`src/rtl/rpn_pkg.sv`:
```
// Shared types and constants for the RPN stack calculator.
package rpn_pkg;

  typedef enum logic [1:0] {
    TK_NUMBER   = 2'd0,
    TK_OPERATOR = 2'd1,
    TK_END      = 2'd2,
    TK_CLEAR    = 2'd3
  } tok_kind_e;

  typedef enum logic [2:0] {
    ERR_NONE      = 3'd0,
    ERR_UNDERFLOW = 3'd1,
    ERR_OVERFLOW  = 3'd2,
    ERR_DIV_ZERO  = 3'd3,
    ERR_BAD_OP    = 3'd4,
    ERR_MALFORMED = 3'd5
  } err_code_e;

  typedef enum logic [1:0] {
    ST_ACCEPT = 2'd0,
    ST_DIV    = 2'd1,
    ST_ERROR  = 2'd2
  } state_e;

  localparam logic [7:0] OP_ADD = 8'h2B;
  localparam logic [7:0] OP_SUB = 8'h2D;
  localparam logic [7:0] OP_MUL = 8'h2A;
  localparam logic [7:0] OP_DIV = 8'h2F;

endpackage

```
`src/rtl/rpn_divider.sv`:
```
// Restoring shift-subtract unsigned divider; done pulses exactly WIDTH cycles after start.
// The first iteration is taken on the start edge so the quotient is registered when done rises.
module rpn_divider #(
  parameter int unsigned WIDTH = 32
) (
  input  logic             CLK,
  input  logic             RST_N,
  input  logic             start,
  input  logic [WIDTH-1:0] dividend,
  input  logic [WIDTH-1:0] divisor,
  output logic             done,
  output logic [WIDTH-1:0] quotient
);

  localparam int unsigned CW = $clog2(WIDTH + 1);

  logic [WIDTH-1:0] rem_q, quo_q, dvs_q;
  logic [CW-1:0]    cnt_q;
  logic             busy_q;

  logic [WIDTH-1:0] src_rem, src_quo, src_dvs;
  logic [WIDTH-1:0] nxt_rem, nxt_quo;
  logic [WIDTH:0]   shifted, diff;

  // One restoring step; a borrow out of the trial subtraction keeps the old remainder.
  always_comb begin
    src_rem = start ? '0 : rem_q;
    src_quo = start ? dividend : quo_q;
    src_dvs = start ? divisor : dvs_q;
    shifted = {src_rem, src_quo[WIDTH-1]};
    diff    = shifted - {1'b0, src_dvs};
    if (diff[WIDTH]) begin
      nxt_rem = shifted[WIDTH-1:0];
      nxt_quo = {src_quo[WIDTH-2:0], 1'b0};
    end else begin
      nxt_rem = diff[WIDTH-1:0];
      nxt_quo = {src_quo[WIDTH-2:0], 1'b1};
    end
  end

  always_ff @(posedge CLK or negedge RST_N) begin
    if (!RST_N) begin
      rem_q  <= '0;
      quo_q  <= '0;
      dvs_q  <= '0;
      cnt_q  <= '0;
      busy_q <= 1'b0;
      done   <= 1'b0;
    end else begin
      done <= 1'b0;
      if (start) begin
        rem_q  <= nxt_rem;
        quo_q  <= nxt_quo;
        dvs_q  <= divisor;
        cnt_q  <= CW'(1);
        busy_q <= 1'b1;
      end else if (busy_q) begin
        rem_q <= nxt_rem;
        quo_q <= nxt_quo;
        cnt_q <= cnt_q + CW'(1);
        if (cnt_q == CW'(WIDTH - 1)) begin
          busy_q <= 1'b0;
          done   <= 1'b1;
        end
      end
    end
  end

  assign quotient = quo_q;

endmodule

```
`src/rtl/rpn_stack_calc.sv`:
```
// Reverse-Polish integer evaluator over a token valid/ready stream with an operand stack.
module rpn_stack_calc
  import rpn_pkg::*;
#(
  parameter int unsigned WIDTH = 32,
  parameter int unsigned DEPTH = 16
) (
  input  logic                         CLK,
  input  logic                         RST_N,
  input  logic                         TOK_VALID,
  output logic                         TOK_READY,
  input  logic [1:0]                   TOK_KIND,
  input  logic [WIDTH-1:0]             TOK_DATA,
  output logic                         RES_VALID,
  output logic [WIDTH-1:0]             RES_DATA,
  output logic                         ERR,
  output logic [2:0]                   ERR_CODE,
  output logic [$clog2(DEPTH+1)-1:0]   DEPTH_OUT,
  output logic                         BUSY
);

  localparam int unsigned DW = $clog2(DEPTH + 1);
  localparam int unsigned IW = (DEPTH > 1) ? $clog2(DEPTH) : 1;
  localparam logic [DW-1:0] DEPTH_FULL = DW'(DEPTH);

  state_e    state_q, state_nxt;
  err_code_e err_ev, code_q, code_nxt;
  tok_kind_e kind;
  logic [7:0] op;
  logic       tok_fire;

  logic [WIDTH-1:0] stk [DEPTH];
  logic [DW-1:0]    dcnt_q, dcnt_nxt;
  logic [IW-1:0]    top_idx, nos_idx, push_idx, wr_idx;
  logic [WIDTH-1:0] top_w, nos_w, wr_data, res_data_nxt;
  logic             wr_en, res_valid_nxt, err_nxt, div_start, div_done;
  logic [WIDTH-1:0] quotient;

  assign kind     = tok_kind_e'(TOK_KIND);
  assign op       = TOK_DATA[7:0];
  assign tok_fire = TOK_VALID & TOK_READY;

  assign top_idx  = IW'(dcnt_q - DW'(1));
  assign nos_idx  = IW'(dcnt_q - DW'(2));
  assign push_idx = IW'(dcnt_q);
  assign top_w    = stk[top_idx];
  assign nos_w    = stk[nos_idx];

  rpn_divider #(.WIDTH(WIDTH)) u_div (
    .CLK      (CLK),
    .RST_N    (RST_N),
    .start    (div_start),
    .dividend (nos_w),
    .divisor  (top_w),
    .done     (div_done),
    .quotient (quotient)
  );

  always_ff @(posedge CLK or negedge RST_N) begin
    if (!RST_N) state_q <= ST_ACCEPT;
    else        state_q <= state_nxt;
  end

  // Next state, plus the error classification of the accepted token.
  always_comb begin
    state_nxt = state_q;
    err_ev    = ERR_NONE;
    case (state_q)
      ST_ACCEPT: begin
        if (tok_fire) begin
          case (kind)
            TK_NUMBER:   if (dcnt_q == DEPTH_FULL) err_ev = ERR_OVERFLOW;
            TK_OPERATOR: begin
              if (dcnt_q < DW'(2)) err_ev = ERR_UNDERFLOW;
              else begin
                case (op)
                  OP_ADD, OP_SUB, OP_MUL: ;
                  OP_DIV: begin
                    if (top_w == '0) err_ev = ERR_DIV_ZERO;
                    else             state_nxt = ST_DIV;
                  end
                  default: err_ev = ERR_BAD_OP;
                endcase
              end
            end
            TK_END:   if (dcnt_q != DW'(1)) err_ev = ERR_MALFORMED;
            TK_CLEAR: ;
          endcase
          if (err_ev != ERR_NONE) state_nxt = ST_ERROR;
        end
      end
      ST_DIV:   if (div_done) state_nxt = ST_ACCEPT;
      ST_ERROR: if (tok_fire && kind == TK_CLEAR) state_nxt = ST_ACCEPT;
      default:  state_nxt = ST_ACCEPT;
    endcase
  end

  // Datapath next values: stack write, depth, result and error registers.
  always_comb begin
    dcnt_nxt      = dcnt_q;
    wr_en         = 1'b0;
    wr_idx        = nos_idx;
    wr_data       = '0;
    res_valid_nxt = 1'b0;
    res_data_nxt  = RES_DATA;
    err_nxt       = ERR;
    code_nxt      = code_q;
    div_start     = 1'b0;
    case (state_q)
      ST_ACCEPT: begin
        if (tok_fire && err_ev != ERR_NONE) begin
          err_nxt  = 1'b1;
          code_nxt = err_ev;
        end else if (tok_fire) begin
          case (kind)
            TK_NUMBER: begin
              wr_en    = 1'b1;
              wr_idx   = push_idx;
              wr_data  = TOK_DATA;
              dcnt_nxt = dcnt_q + DW'(1);
            end
            TK_OPERATOR: begin
              case (op)
                OP_ADD: wr_data = nos_w + top_w;
                OP_SUB: wr_data = nos_w - top_w;
                OP_MUL: wr_data = nos_w * top_w;
                default: wr_data = '0;
              endcase
              if (op == OP_DIV) div_start = 1'b1;
              else begin
                wr_en    = 1'b1;
                dcnt_nxt = dcnt_q - DW'(1);
              end
            end
            TK_END: begin
              res_valid_nxt = 1'b1;
              res_data_nxt  = top_w;
              dcnt_nxt      = '0;
            end
            TK_CLEAR: dcnt_nxt = '0;
          endcase
        end
      end
      ST_DIV: begin
        if (div_done) begin
          wr_en    = 1'b1;
          wr_data  = quotient;
          dcnt_nxt = dcnt_q - DW'(1);
        end
      end
      ST_ERROR: begin
        if (tok_fire && kind == TK_CLEAR) begin
          dcnt_nxt = '0;
          err_nxt  = 1'b0;
          code_nxt = ERR_NONE;
        end
      end
      default: ;
    endcase
  end

  always_ff @(posedge CLK or negedge RST_N) begin
    if (!RST_N) begin
      dcnt_q    <= '0;
      RES_VALID <= 1'b0;
      RES_DATA  <= '0;
      ERR       <= 1'b0;
      code_q    <= ERR_NONE;
      TOK_READY <= 1'b1;
      BUSY      <= 1'b0;
    end else begin
      dcnt_q    <= dcnt_nxt;
      RES_VALID <= res_valid_nxt;
      RES_DATA  <= res_data_nxt;
      ERR       <= err_nxt;
      code_q    <= code_nxt;
      TOK_READY <= (state_nxt != ST_DIV);
      BUSY      <= (state_nxt == ST_DIV);
    end
  end

  // Stack contents carry no reset; occupancy alone defines what is valid.
  always_ff @(posedge CLK) begin
    if (wr_en) stk[wr_idx] <= wr_data;
  end

  assign ERR_CODE  = code_q;
  assign DEPTH_OUT = dcnt_q;

endmodule

```
`config.mk`:
```
export PLATFORM = sky130hd
export DESIGN_NAME = rpn_stack_calc
export DESIGN_NICKNAME = d
export VERILOG_FILES = /design/src/rtl/rpn_pkg.sv /design/src/rtl/rpn_divider.sv /design/src/rtl/rpn_stack_calc.sv
export SDC_FILE = /design/constraint.sdc
export NUM_CORES = 2
export LEC_CHECK = 0
export BUFFER_PORTS_ARGS = -buffer_cell sky130_fd_sc_hd__buf_2
export CAP_MARGIN = 5
export CELL_PAD_IN_SITES_DETAIL_PLACEMENT = 0
export CELL_PAD_IN_SITES_GLOBAL_PLACEMENT = 2
export CORE_MARGIN = 2
export CORE_UTILIZATION = 41
export DETAILED_ROUTE_END_ITERATION = 12
export PLACE_DENSITY = 0.75
export SYNTH_ARGS = -nofsm -noshare
export SYNTH_HDL_FRONTEND = slang
export SYNTH_SLANG_ARGS = --single-unit
export TNS_END_PERCENT = 5
```
`constraint.sdc`:
```
create_clock -name CLK -period 11.7 [get_ports CLK]
set_input_delay 2.34 -clock CLK [delete_from_list [all_inputs] [get_ports CLK]]
set_output_delay 2.34 -clock CLK [all_outputs]
set_load 0.1 [all_outputs]
```
After elaboration in Yosys (flattened, before gate mapping) --
Memories as Yosys holds them, arrays and structs flattened. Cells that the tools add are included.
Storage, ports and cells: bits in registers 150, memory bits (writable) 512, memories 1
Memory list:
- stk | words 16, bits a word 32, rd ports 2, clocked after memory_dff 0, wr ports 1, line rpn_stack_calc.sv:32 | logic [WIDTH-1:0] stk [DEPTH];
Cells by class: magnitude comparators 1, $add $sub $neg 7, equality and inequality tests 20, $mul 1, reduce and logical (&&, ||, !) cells 15, bitwise operators 2, multiplexer cells 76
Operators with widths (count):
- $mux 32 | 11
- $pmux 32 s2 | 2
- $pmux 32 s3 | 1
- $sub 33x32->33 | 1
- $add 32x32->32 | 1
- $eq 8x6->1 const B | 4
- $logic_not 32->1 | 1
- $mul 32x32->32 | 1
- $sub 32x32->32 | 1
- $pmux 5 s3 | 2
- $mux 5 | 5
- $mux 1 | 24
- $mux 3 | 8
- $mux 2 | 10
- $mux 4 | 4
- $mux 6 | 2
- $pmux 3 s2 | 2
- $pmux 3 s3 | 1
- $reduce_bool 3->1 | 3
- $ne 2x2->1 const B | 4
- $add 6x1->6 const B | 1
- $eq 2x1->1 const B | 3
- $eq 2x2->1 const B | 3
- $eq 6x5->1 const B | 1
- 20 further kinds | 26

Logic depth before layout (Yosys ltp) --
An unclocked memory read counts as a cell.
depth after elaboration 20, depth in mapped cells 48

Hierarchy --
A second synthesis with hierarchy kept.
Unflattened totals: cells, all modules 4388, area total of the unflattened synthesis 51634.5 sq um
By module, submodules not included:
- rpn_stack_calc | area an instance 44936.8 sq um, times used 1, cells each 3668
- rpn_divider | area an instance 6697.7 sq um, times used 1, cells each 720

Worst setup path after synthesis --
OpenSTA, ideal clock, no wires.
path kind reg2reg, start point register dcnt_q[1] (netlist: DEPTH_OUT[1]), end point memory stk[0][31], data pin, library setup time 0.299 ns, data arrival time 11.961 ns, data required time 11.401 ns, path buffers 13, cell stages (with the launch flop) 46, path slack -0.560 ns, period minus slack after synthesis 12.260 ns, cells stage by stage dfrtp_1 -> buf_2 -> buf_2 -> buf_2 -> buf_1 -> buf_2 -> inv_1 -> ha_1 -> buf_2 -> buf_6 -> buf_6 -> buf_6 -> buf_6 -> buf_4 -> mux4_2 -> nand2_1 -> nand2_1 -> a21oi_2 -> [... 10 more ...] -> inv_1 -> fa_1 -> inv_1 -> fa_1 -> fa_1 -> ha_1 -> inv_1 -> o21bai_1 -> a21o_1 -> a21o_1 -> a41o_1 -> nand4_1 -> nand2_1 -> o41ai_1 -> o21ai_0 -> xnor2_1 -> a222oi_1 -> a22oi_1
On the way: word-level cells in the longest chain between the ends 15
Ends and longest elaborated chain:
- start: declaration | line rpn_stack_calc.sv:33 | logic [DW-1:0] dcnt_q, dcnt_nxt;
- start signal: assignment | line rpn_stack_calc.sv:172 | dcnt_q <= dcnt_nxt;
- branches (longest 13 deep; another with $mem_v2 16x32)
- $mux 32 (*) | line rpn_stack_calc.sv:111 | if (tok_fire && err_ev != ERR_NONE) begin
- $pmux 32 s2 (*) | line rpn_stack_calc.sv:109 | case (state_q)
- net wr_data[31] | line rpn_stack_calc.sv:35 | logic [WIDTH-1:0] top_w, nos_w, wr_data, res_data_nxt;
- end: declaration | line rpn_stack_calc.sv:32
Mark *: on every way through the listed nets, which the timed path passes. The select of a mux whose other input is x is not followed.

Worst setup path after layout --
start point register dcnt_q[2] (netlist: DEPTH_OUT[2]), end point memory stk[14][29], data pin
The elaborated chain is that of the path after synthesis.

==> results_dict.tcl <==
set metrics [dict create \
    seq_area_frac_synth_pct 37.7 \
    cpPeakStageDelay_ns 0.78 \
    r2r_start "DEPTH_OUT[2]" \
    finalNetCount 5088 \
    synth_seq_cells 662 \
    numCtsBuffers 71 \
    grt_setup_unrepaired "no" \
    setup_ws_ns 0.557 \
    wirelength_mm 171 \
    fmax_mhz 89.7 \
    multi_input_area_mm2 0.0288 \
    cts_num_sinks 662 \
    layout_min_cycle_time_ns 11.14 \
    path_common_cell "fa_1" \
    mappedNetlistArea_mm2 0.0507 \
    place_worst_setup_slack_ns 0.577 \
    setup_viol 0 \
    synth.avg_cell_area_um2 11.6 \
    required_ns 11.98 \
    setup-tns-final_ns 0 \
    dp_hpwl_mm 122 \
    fillers 11300 \
    synthFlopType "edfxtp_1" \
    drive_above_1_share_pct 17.7 \
    outcome "finished, final reports clean" \
    top_layer_used "met4" \
    rr_endpoint "stk[14][29]" \
    layout_worst_path_cycle_share_pct 95.2 \
    wl_met1_mm 73.0 \
    die_height_um 356 \
    track_usage_pct 27.2 \
    yosys.area.top_type "edfxtp_1" \
    start_util_pct 41.2 \
    synthesis.nets 5010 \
    setup.worst_path.end "stk[14][29]" \
    met3_length_mm 12.0 \
    maxSlewHeadroom_pct 11.6 \
    htreeDepth 3 \
    vias 35400 \
    clock_path_buffers 3 \
    synthMuxAreaShare_pct 14.0 \
    drt_iter0_markers 3569 \
    grt-ovfl-total 0 \
    synthXorXnorAreaFrac_pct 3.21 \
    r2r_slack_ns 0.56 \
    synth_compound_area_share_pct 6.68 \
    ys_types 86 \
    viasPerCell 5.78 \
    cp-end-kind "flop" \
    maxSlewViolCount 0 \
    r2r_cells 33 \
    arrival_ns 11.42 \
    worst_setup_path_start_kind "flop" \
    synth_fa_ha_area_share_pct 21.1 \
    antenna_found_initial 4 \
    clkSlewWorstSetupHoldPaths_ns 0.06 \
    yosysWarnings 0 \
    hp-class "reg -> reg" \
    register_area_mm2 0.0191 \
    die_area_mm2 0.127 \
    hold_violations 0 \
    finalClockSkew_ns 0.0298 \
    grt_pass1_vias 35900 \
    worstSetupPathType "reg -> reg" \
    synth.area.top_cells "edfxtp_1 30%, fa_1 16%, mux4_2 12%" \
    dr.pass1.iters 6 \
    yosys.area_share.simple_pct 10.9 \
    ios 81 \
    cp_max_fo 18 \
    place_congestion 0.910 \
    cts-root-buf "clkbuf_16" \
    drc 0 \
    synth_edf_count 512 \
    core_area_mm2 0.123 \
    synth_cells 4363 \
    area_growth_pct 10.7 \
    worstMarginPinSlew_ns 1.32 \
    grt_max_degree 102 \
    routedWlPerCell_um 27.8 \
    grt_first_pass_wirelength_mm 249 \
    cts_hold_buf 0 \
    final_antenna_net_count 0 \
    wl_met2_mm 80.3 \
    synth_top_family_by_area "adder cells" \
    crit_path_top_delay_cell "o21ai_1" \
    async_flop_share_pct 22.7 \
    cap_violations 0 \
    placementRows 129 \
    cts_tree "yes" \
    synth_top_area_share_pct 30.3 \
    startpoint "DEPTH_OUT[2]" \
    die_x_um 356 \
    clk_latency_ns 0.63 \
    io_buffers 80 \
]
## per-stage QoR
stage	cell area (µm²)	hold WS, ns	utilization (%)	instances
after floorplan	50700	0.441	-	4363
after global placement	53800	0.457	43.6	6002
after detailed placement	53800	0.462	43.6	6002
after CTS	56100	0.474	45.5	6130
after global routing	56100	0.501	45.6	6133
final	56100	0.466	45.6	6135
## how the worst min path moves through the flow
stage | endpoint | cells after the start | start
2_1_floorplan | u_div.rem_q[13] | 2 | u_div.rem_q[13]
3_3_place_gp | u_div.rem_q[16] | 2 | u_div.rem_q[16]
5_1_grt | RES_DATA[8] | 2 | RES_DATA[8]
3_5_place_dp | u_div.rem_q[13] | 2 | u_div.rem_q[13]
4_1_cts | u_div.rem_q[13] | 2 | u_div.rem_q[13]
6_report | u_div.rem_q[13] | 2 | u_div.rem_q[13]
## cell usage after synthesis, types with 53 or more instances
master    number
a21oi_1      120
and2_1        57
clkbuf_1     157
dfrtp_1      149
edfxtp_1     512
fa_1         410
ha_1         200
inv_1        521
mux2i_1       56
mux4_2       279
nand2_1      470
nand2b_1      53
nand3_1       66
nor2_1       399
nor2b_1       56
o21ai_0      118
xnor2_1      122
xor2_1        54
## metal layers
layer  vias to the layer above  GRT usage, %
li1                      15200             -
met1                     18600          38.7
met2                      1427          43.8
met3                       245          3.34
met4                         0          7.84
met5                         -             0
## cell usage in the layout (no fill, tap or decap), types with 40 or more instances in the layout
master     count
nand3_1       66
ha_1         198
a21oi_1      116
nand2_1      470
nor2b_1       56
nor2_1       384
dfrtp_1      146
xor2_1        50
buf_4        167
o21ai_0      117
and2_1        57
mux4_2       279
xnor2_1      119
clkbuf_16     73
fa_1         410
inv_1        521
edfxtp_1     512
a21o_1        48
nand2b_1      53
or2_2         40
buf_2         79
mux2i_1       56
## worst max-delay path, delay by kind of cell, from the launching register on
family / cells / cell delay (ns)
compound gates: 8 / 2.55
xor+xnor: 2 / 0.76
fa+ha+maj: 10 / 4.59
buf+inv: 9 / 1.17
flops: 1 / 0.56
mux: 1 / 0.69
simple gates: 3 / 0.44
## cell type report
class	instances	area share, %
inverters	529	3.54
clock inverters	43	0.800
clock buffers	85	3.37
diodes	2	0.00891
flip-flops and latches	662	34.1
repair buffers	257	3.31
well taps	1637	3.65
multi-input cells	2920	51.2
## repair_timing
item	in CTS	in global routing
setup endpoints to repair	0	16
resized for setup	0	0
buffers inserted	0	2
## flip-flops by register name (all words and copies together), names as in the netlist, 3 cells and up
signal and count:
u_div.quotient 32, u_div.dvs_q 32, u_div.cnt_q 6, ERR_CODE 3, stk 512, DEPTH_OUT 5, u_div.rem_q 32, RES_DATA 32
## logic make-up (layout without fill, tap and decap cells)
family / after synthesis / after routing
XOR/XNOR: 181 / 182
buffers and inverters: 782 / 914
AND/OR/NAND/NOR: 1239 / 1239
other: 0 / 2
flip-flops: 662 / 662
multiplexers: 359 / 359
AO/OA/AOI/OAI: 530 / 530
adder cells (fa/ha/maj): 610 / 610
Power is left out: the tool's default activity adds up to more than one toggle a clock period on the data nets, which glitch-free logic cannot reach.
